$ cat config.mk
export PLATFORM = sky130hd
export DESIGN_NAME = uart_tx_fifo
export DESIGN_NICKNAME = d
export VERILOG_FILES = /design/src/rtl/uart_tx_fifo.sv
export SDC_FILE = /design/constraint.sdc
export NUM_CORES = 1
export LEC_CHECK = 0
export ABC_CLOCK_PERIOD_IN_PS = 4100
export BUFFER_PORTS_ARGS = -buffer_cell sky130_fd_sc_hd__clkbuf_2
export CORE_UTILIZATION = 65
export DETAILED_ROUTE_END_ITERATION = 12
export GPL_TIMING_DRIVEN = 1
export PLACE_DENSITY = 0.91
export SYNTH_ARGS = -nofsm -noshare
export SYNTH_HDL_FRONTEND = slang
export SYNTH_SLANG_ARGS = --single-unit
$ cat constraint.sdc
create_clock -name clk -period 4.1 [get_ports clk]
set_clock_uncertainty 0.2 [all_clocks]
set_input_delay 0.82 -clock clk [delete_from_list [all_inputs] [get_ports clk]]
set_output_delay 0.82 -clock clk [all_outputs]
set_load 0.02 [all_outputs]
$ cat src/rtl/uart_tx_fifo.sv
// 8N1 UART transmitter fed by a small byte FIFO at the CPU character-output port.
// Bytes go out LSB first. w_busy reports a full FIFO, and any write made while it is high is dropped.
module uart_tx_fifo #(
  parameter int unsigned CLKS_PER_BIT = 217,
  parameter int unsigned FIFO_DEPTH   = 4
) (
  input  logic       clk,
  input  logic       rst,
  input  logic       w_req,
  input  logic [7:0] w_data,
  output logic       w_busy,
  output logic       uart_tx,
  output logic       tx_idle
);

  localparam int unsigned BAUD_W = (CLKS_PER_BIT > 1) ? $clog2(CLKS_PER_BIT) : 1;
  localparam int unsigned PTR_W  = (FIFO_DEPTH > 1) ? $clog2(FIFO_DEPTH) : 1;
  localparam int unsigned CNT_W  = PTR_W + 1;

  localparam logic [BAUD_W-1:0] BAUD_LAST = BAUD_W'(CLKS_PER_BIT - 1);
  localparam logic [CNT_W-1:0]  FULL_CNT  = CNT_W'(FIFO_DEPTH);

  typedef enum logic [1:0] {
    IDLE  = 2'd0,
    START = 2'd1,
    DATA  = 2'd2,
    STOP  = 2'd3
  } state_t;

  state_t            state;
  logic [BAUD_W-1:0] baud_cnt;
  logic [2:0]        bit_idx;
  logic [7:0]        shift;

  logic [7:0]        mem [FIFO_DEPTH];
  logic [PTR_W-1:0]  wr_ptr;
  logic [PTR_W-1:0]  rd_ptr;
  logic [CNT_W-1:0]  count;

  logic              accept;
  logic              pop;
  logic              baud_end;
  logic              to_idle;
  logic [CNT_W-1:0]  count_next;
  logic [7:0]        head;

  // Handshake, pop decision and next occupancy, shared by the FIFO and the FSM
  always_comb begin
    accept     = w_req && !w_busy;
    baud_end   = (baud_cnt == BAUD_LAST);
    head       = mem[rd_ptr];
    pop        = 1'b0;
    to_idle    = 1'b0;
    count_next = count;
    case (state)
      IDLE: begin
        pop     = (count != '0);
        to_idle = (count == '0);
      end
      STOP: begin
        if (baud_end) begin
          pop     = (count != '0);
          to_idle = (count == '0);
        end
      end
      default: begin
      end
    endcase
    if (accept && !pop) begin
      count_next = count + CNT_W'(1);
    end else if (!accept && pop) begin
      count_next = count - CNT_W'(1);
    end
  end

  // Byte storage; contents are don't-care until written, so no reset
  always_ff @(posedge clk) begin
    if (accept) begin
      mem[wr_ptr] <= w_data;
    end
  end

  // Pointers wrap naturally; occupancy alone tells full from empty
  always_ff @(posedge clk) begin
    if (rst) begin
      wr_ptr <= '0;
      rd_ptr <= '0;
      count  <= '0;
      w_busy <= 1'b0;
    end else begin
      if (accept) begin
        wr_ptr <= wr_ptr + PTR_W'(1);
      end
      if (pop) begin
        rd_ptr <= rd_ptr + PTR_W'(1);
      end
      count  <= count_next;
      w_busy <= (count_next == FULL_CNT);
    end
  end

  // Framing FSM; uart_tx is loaded with the level of the state being entered
  always_ff @(posedge clk) begin
    if (rst) begin
      state    <= IDLE;
      baud_cnt <= '0;
      bit_idx  <= '0;
      shift    <= '0;
      uart_tx  <= 1'b1;
      tx_idle  <= 1'b1;
    end else begin
      tx_idle <= to_idle && (count_next == '0);
      case (state)
        IDLE: begin
          uart_tx <= 1'b1;
          if (pop) begin
            shift    <= head;
            baud_cnt <= '0;
            state    <= START;
            uart_tx  <= 1'b0;
          end
        end
        START: begin
          if (baud_end) begin
            baud_cnt <= '0;
            bit_idx  <= '0;
            state    <= DATA;
            uart_tx  <= shift[0];
          end else begin
            baud_cnt <= baud_cnt + BAUD_W'(1);
          end
        end
        DATA: begin
          if (baud_end) begin
            baud_cnt <= '0;
            shift    <= {1'b0, shift[7:1]};
            bit_idx  <= bit_idx + 3'd1;
            if (bit_idx == 3'd7) begin
              state   <= STOP;
              uart_tx <= 1'b1;
            end else begin
              uart_tx <= shift[1];
            end
          end else begin
            baud_cnt <= baud_cnt + BAUD_W'(1);
          end
        end
        STOP: begin
          if (baud_end) begin
            baud_cnt <= '0;
            if (pop) begin
              shift   <= head;
              state   <= START;
              uart_tx <= 1'b0;
            end else begin
              state   <= IDLE;
              uart_tx <= 1'b1;
            end
          end else begin
            baud_cnt <= baud_cnt + BAUD_W'(1);
          end
        end
        default: begin
          state   <= IDLE;
          uart_tx <= 1'b1;
        end
      endcase
    end
  end

endmodule
==> impl_metrics.env <==
export IMPL_syn_nets=276
export IMPL_cts_tree="done"
export IMPL_seq_area_frac_synth=0.5347
export IMPL_status="finished, final reports clean"
export IMPL_wl_per_cell_um=16.88
export IMPL_synth_edff_count=32
export IMPL_drt_iter0_drc=188
export IMPL_min_period_ns=2.552
export IMPL_holdBufCountCts=0
export IMPL_fin_ws_ns=1.548
export IMPL_dp_hpwl_um=3567
export IMPL_track_usage=0.2435
export IMPL_row_count=24
export IMPL_critPathLaunchType="input port"
export IMPL_cts_buffers=9
export IMPL_worst_hold_startpoint="uart_tx"
export IMPL_synth_main_ff_cell="dfxtp_1"
export IMPL_endpoint_kind="flop"
export IMPL_placed_area_um2=3080
export IMPL_clkSinkCount=65
export IMPL_grt_overflow=0
export IMPL_ff2ff_path_depth=6
export IMPL_postRouteWirelength_um=5369
export IMPL_cap_violations=0
export IMPL_h_tree_depth=3
export IMPL_cp_arrival_ns=2.57
export IMPL_maxSlewHeadroom=0.4287
export IMPL_r2r_start="state[1]"
export IMPL_routed_via_count=1933
export IMPL_leakagePower_nw=1.215
export IMPL_p_per_area_nw_per_um2=707.6
export IMPL_crit_fanout=13
export IMPL_hold_viol=0
export IMPL_min_path_cells=1
export IMPL_avgSynthCellArea_um2=12.18
export IMPL_grt_setup_unrepaired="no"
export IMPL_hold_ws_ns=0.2764
export IMPL_timing_fmax_ghz=0.3919
export IMPL_dp_slack_ns=1.250
export IMPL_area_growth_pct=7.467
export IMPL_seqCellArea_um2=1622
export IMPL_period_share=0.6224
export IMPL_antenna_left=0
export IMPL_gp_congestion=0.9088
export IMPL_synth_cell_types=53
export IMPL_cts_setup_buffers=0
export IMPL_vdd_drop_max_mv=0.3860
export IMPL_layout_drive_gt1_share=0.1842
export IMPL_grt_max_degree=27
export IMPL_r2r_end="shift[2]"
export IMPL_dieArea_um2=4944
export IMPL_fp_dieW_um=70.31
export IMPL_cts_buffer_depth=2
export IMPL_postCtsResizedCells=0
export IMPL_antennaDiodeCount=0
export IMPL_clk_pin_slew_worst_paths_ns=0.07
export IMPL_syn_inst=249
export IMPL_worstMarginPinSlew_ns=0.8553
export IMPL_portBuffers=13
export IMPL_die_h_um=70.31
export IMPL_core_area_um2=4414
export IMPL_fin_setup_tns_ns=0
export IMPL_yosysWarnings=0
export IMPL_min_path_type="flop to flop"
export IMPL_worst_ep_required_time_ns=4.12
export IMPL_hold_path_end="uart_tx"
export IMPL_path_class="input port to flop"
export IMPL_pin_count=14
export IMPL_final_cell_area_um2=3259
export IMPL_grt_antenna_before_repair=0
export IMPL_async_flop_share=0
export IMPL_clock_latency_ns=0.34
export IMPL_viasPerCell=6.079
export IMPL_setup_viol=0
export IMPL_multi_input_area_um2=1287
export IMPL_firstDrtPassIters=4
export IMPL_slew_violations=0
export IMPL_initial_core_util=0.6871
export IMPL_layout_nets=288
export IMPL_grt_pass1_wl_um=8949
export IMPL_filler_cell_count=282
export IMPL_rrSetupSlack_ns=1.56
export IMPL_root_buffer="clkbuf_8"
export IMPL_ys_ff_latch=65
export IMPL_drc=0
export IMPL_grt_pass1_vias=1918
export IMPL_synthesis_area_um2=3033
## placed cells by master (no fill, tap or decap), types with 2 or more instances in the layout
cell	count
edfxtp_1	32
nor3_1	3
ha_1	16
and2_1	5
a21oi_2	3
a21oi_1	13
mux4_2	8
dfxtp_1	33
xnor2_1	6
and3_1	2
a22oi_1	2
clkbuf_2	13
nor2b_1	2
nor4_1	3
clkinv_4	4
nand4_1	2
nand3_1	4
o21ai_1	4
nor2_1	24
a311oi_1	9
xor2_1	4
inv_1	10
nand2_1	14
clkbuf_8	9
o21ai_0	4
mux2i_1	9
## final cells by class
| class | count | area share |
|---|---|---|
| Sequential cell | 65 | 0.4975 |
| Timing Repair Buffer | 13 | 0.01996 |
| Tap cell | 52 | 0.01996 |
| Clock inverter | 7 | 0.01689 |
| Clock buffer | 9 | 0.03800 |
| Inverter | 11 | 0.01267 |
| Multi-Input combinational cell | 161 | 0.3950 |
## synthesized netlist by cell type (5+ instances only)
cell type | n | area, um^2
inv_1 | 10 | 37.54
ha_1 | 16 | 200.2
and2_1 | 5 | 31.28
mux4_2 | 8 | 180.2
nand2_1 | 14 | 52.55
mux2i_1 | 9 | 90.09
edfxtp_1 | 32 | 960.9
nor2_1 | 24 | 90.09
a21oi_1 | 13 | 65.06
xnor2_1 | 6 | 52.55
clkbuf_1 | 6 | 22.52
dfxtp_1 | 33 | 660.6
a311oi_1 | 9 | 78.83
## worst max path at each step
stage	start	to	cells past startpoint
finish	w_req	tx_idle	6
detailed placement	w_req	tx_idle	6
global placement	w_req	tx_idle	6
global route	state[1]	shift[2]	6
floorplan	w_req	tx_idle	5
CTS	state[1]	shift[2]	6
## layer usage
| layer | global-route usage | part of all wire |
|---|---|---|
| met1 | 0.3024 | 0.46 |
| met2 | 0.3746 | 0.48 |
| met3 | 0.06494 | 0.037 |
| met4 | 0.1578 | 0.023 |
| met5 | 0 | 0 |
## sequential cells by signal, indices dropped and copies added (netlist names), named ones only
register / count
baud_cnt: 8
mem: 32
uart_tx: 1
rd_ptr: 2
tx_idle: 1
bit_idx: 3
shift: 8
count: 3
wr_ptr: 2
state: 2
w_busy: 1
## critical path, cell delays in order
cell	delay, ns
clkbuf_2	0.08
nor2b_1	0.68
nor4_1	0.12
mux2_1	0.32
a311oi_1	0.42
o21ai_1	0.13
## stage by stage
| step | power [mW] | utilization | std cells |
|---|---|---|---|
| 2_1_floorplan | 1.688 | - | 249 |
| 3_3_place_gp | 1.763 | 0.6978 | 302 |
| 3_5_place_dp | 1.809 | 0.6978 | 302 |
| 4_1_cts | 2.300 | 0.7384 | 318 |
| 5_1_grt | 2.441 | 0.7384 | 318 |
| 6_report | 2.306 | 0.7384 | 318 |
## logic make-up (layout without fill, tap and decap cells)
| kind of cell | count (synthesis) | after routing | synth area share |
|---|---|---|---|
| mux | 18 | 18 | 0.09282 |
| buf+inv | 23 | 40 | 0.04084 |
| compound gates | 49 | 49 | 0.1201 |
| simple gates | 68 | 68 | 0.1168 |
| flops | 65 | 65 | 0.5347 |
| xor+xnor | 10 | 10 | 0.02888 |
| fa+ha+maj | 16 | 16 | 0.06601 |
## power breakdown
part | total, mW | switching, mW | internal, mW
Clock | 0.489 | 0.266 | 0.223
Sequential | 0.871 | 0.0796 | 0.791
Combinational | 0.946 | 0.577 | 0.369
Total | 2.31 | 0.923 | 1.38
No activity file was read; power rests on OpenSTA's default activity.
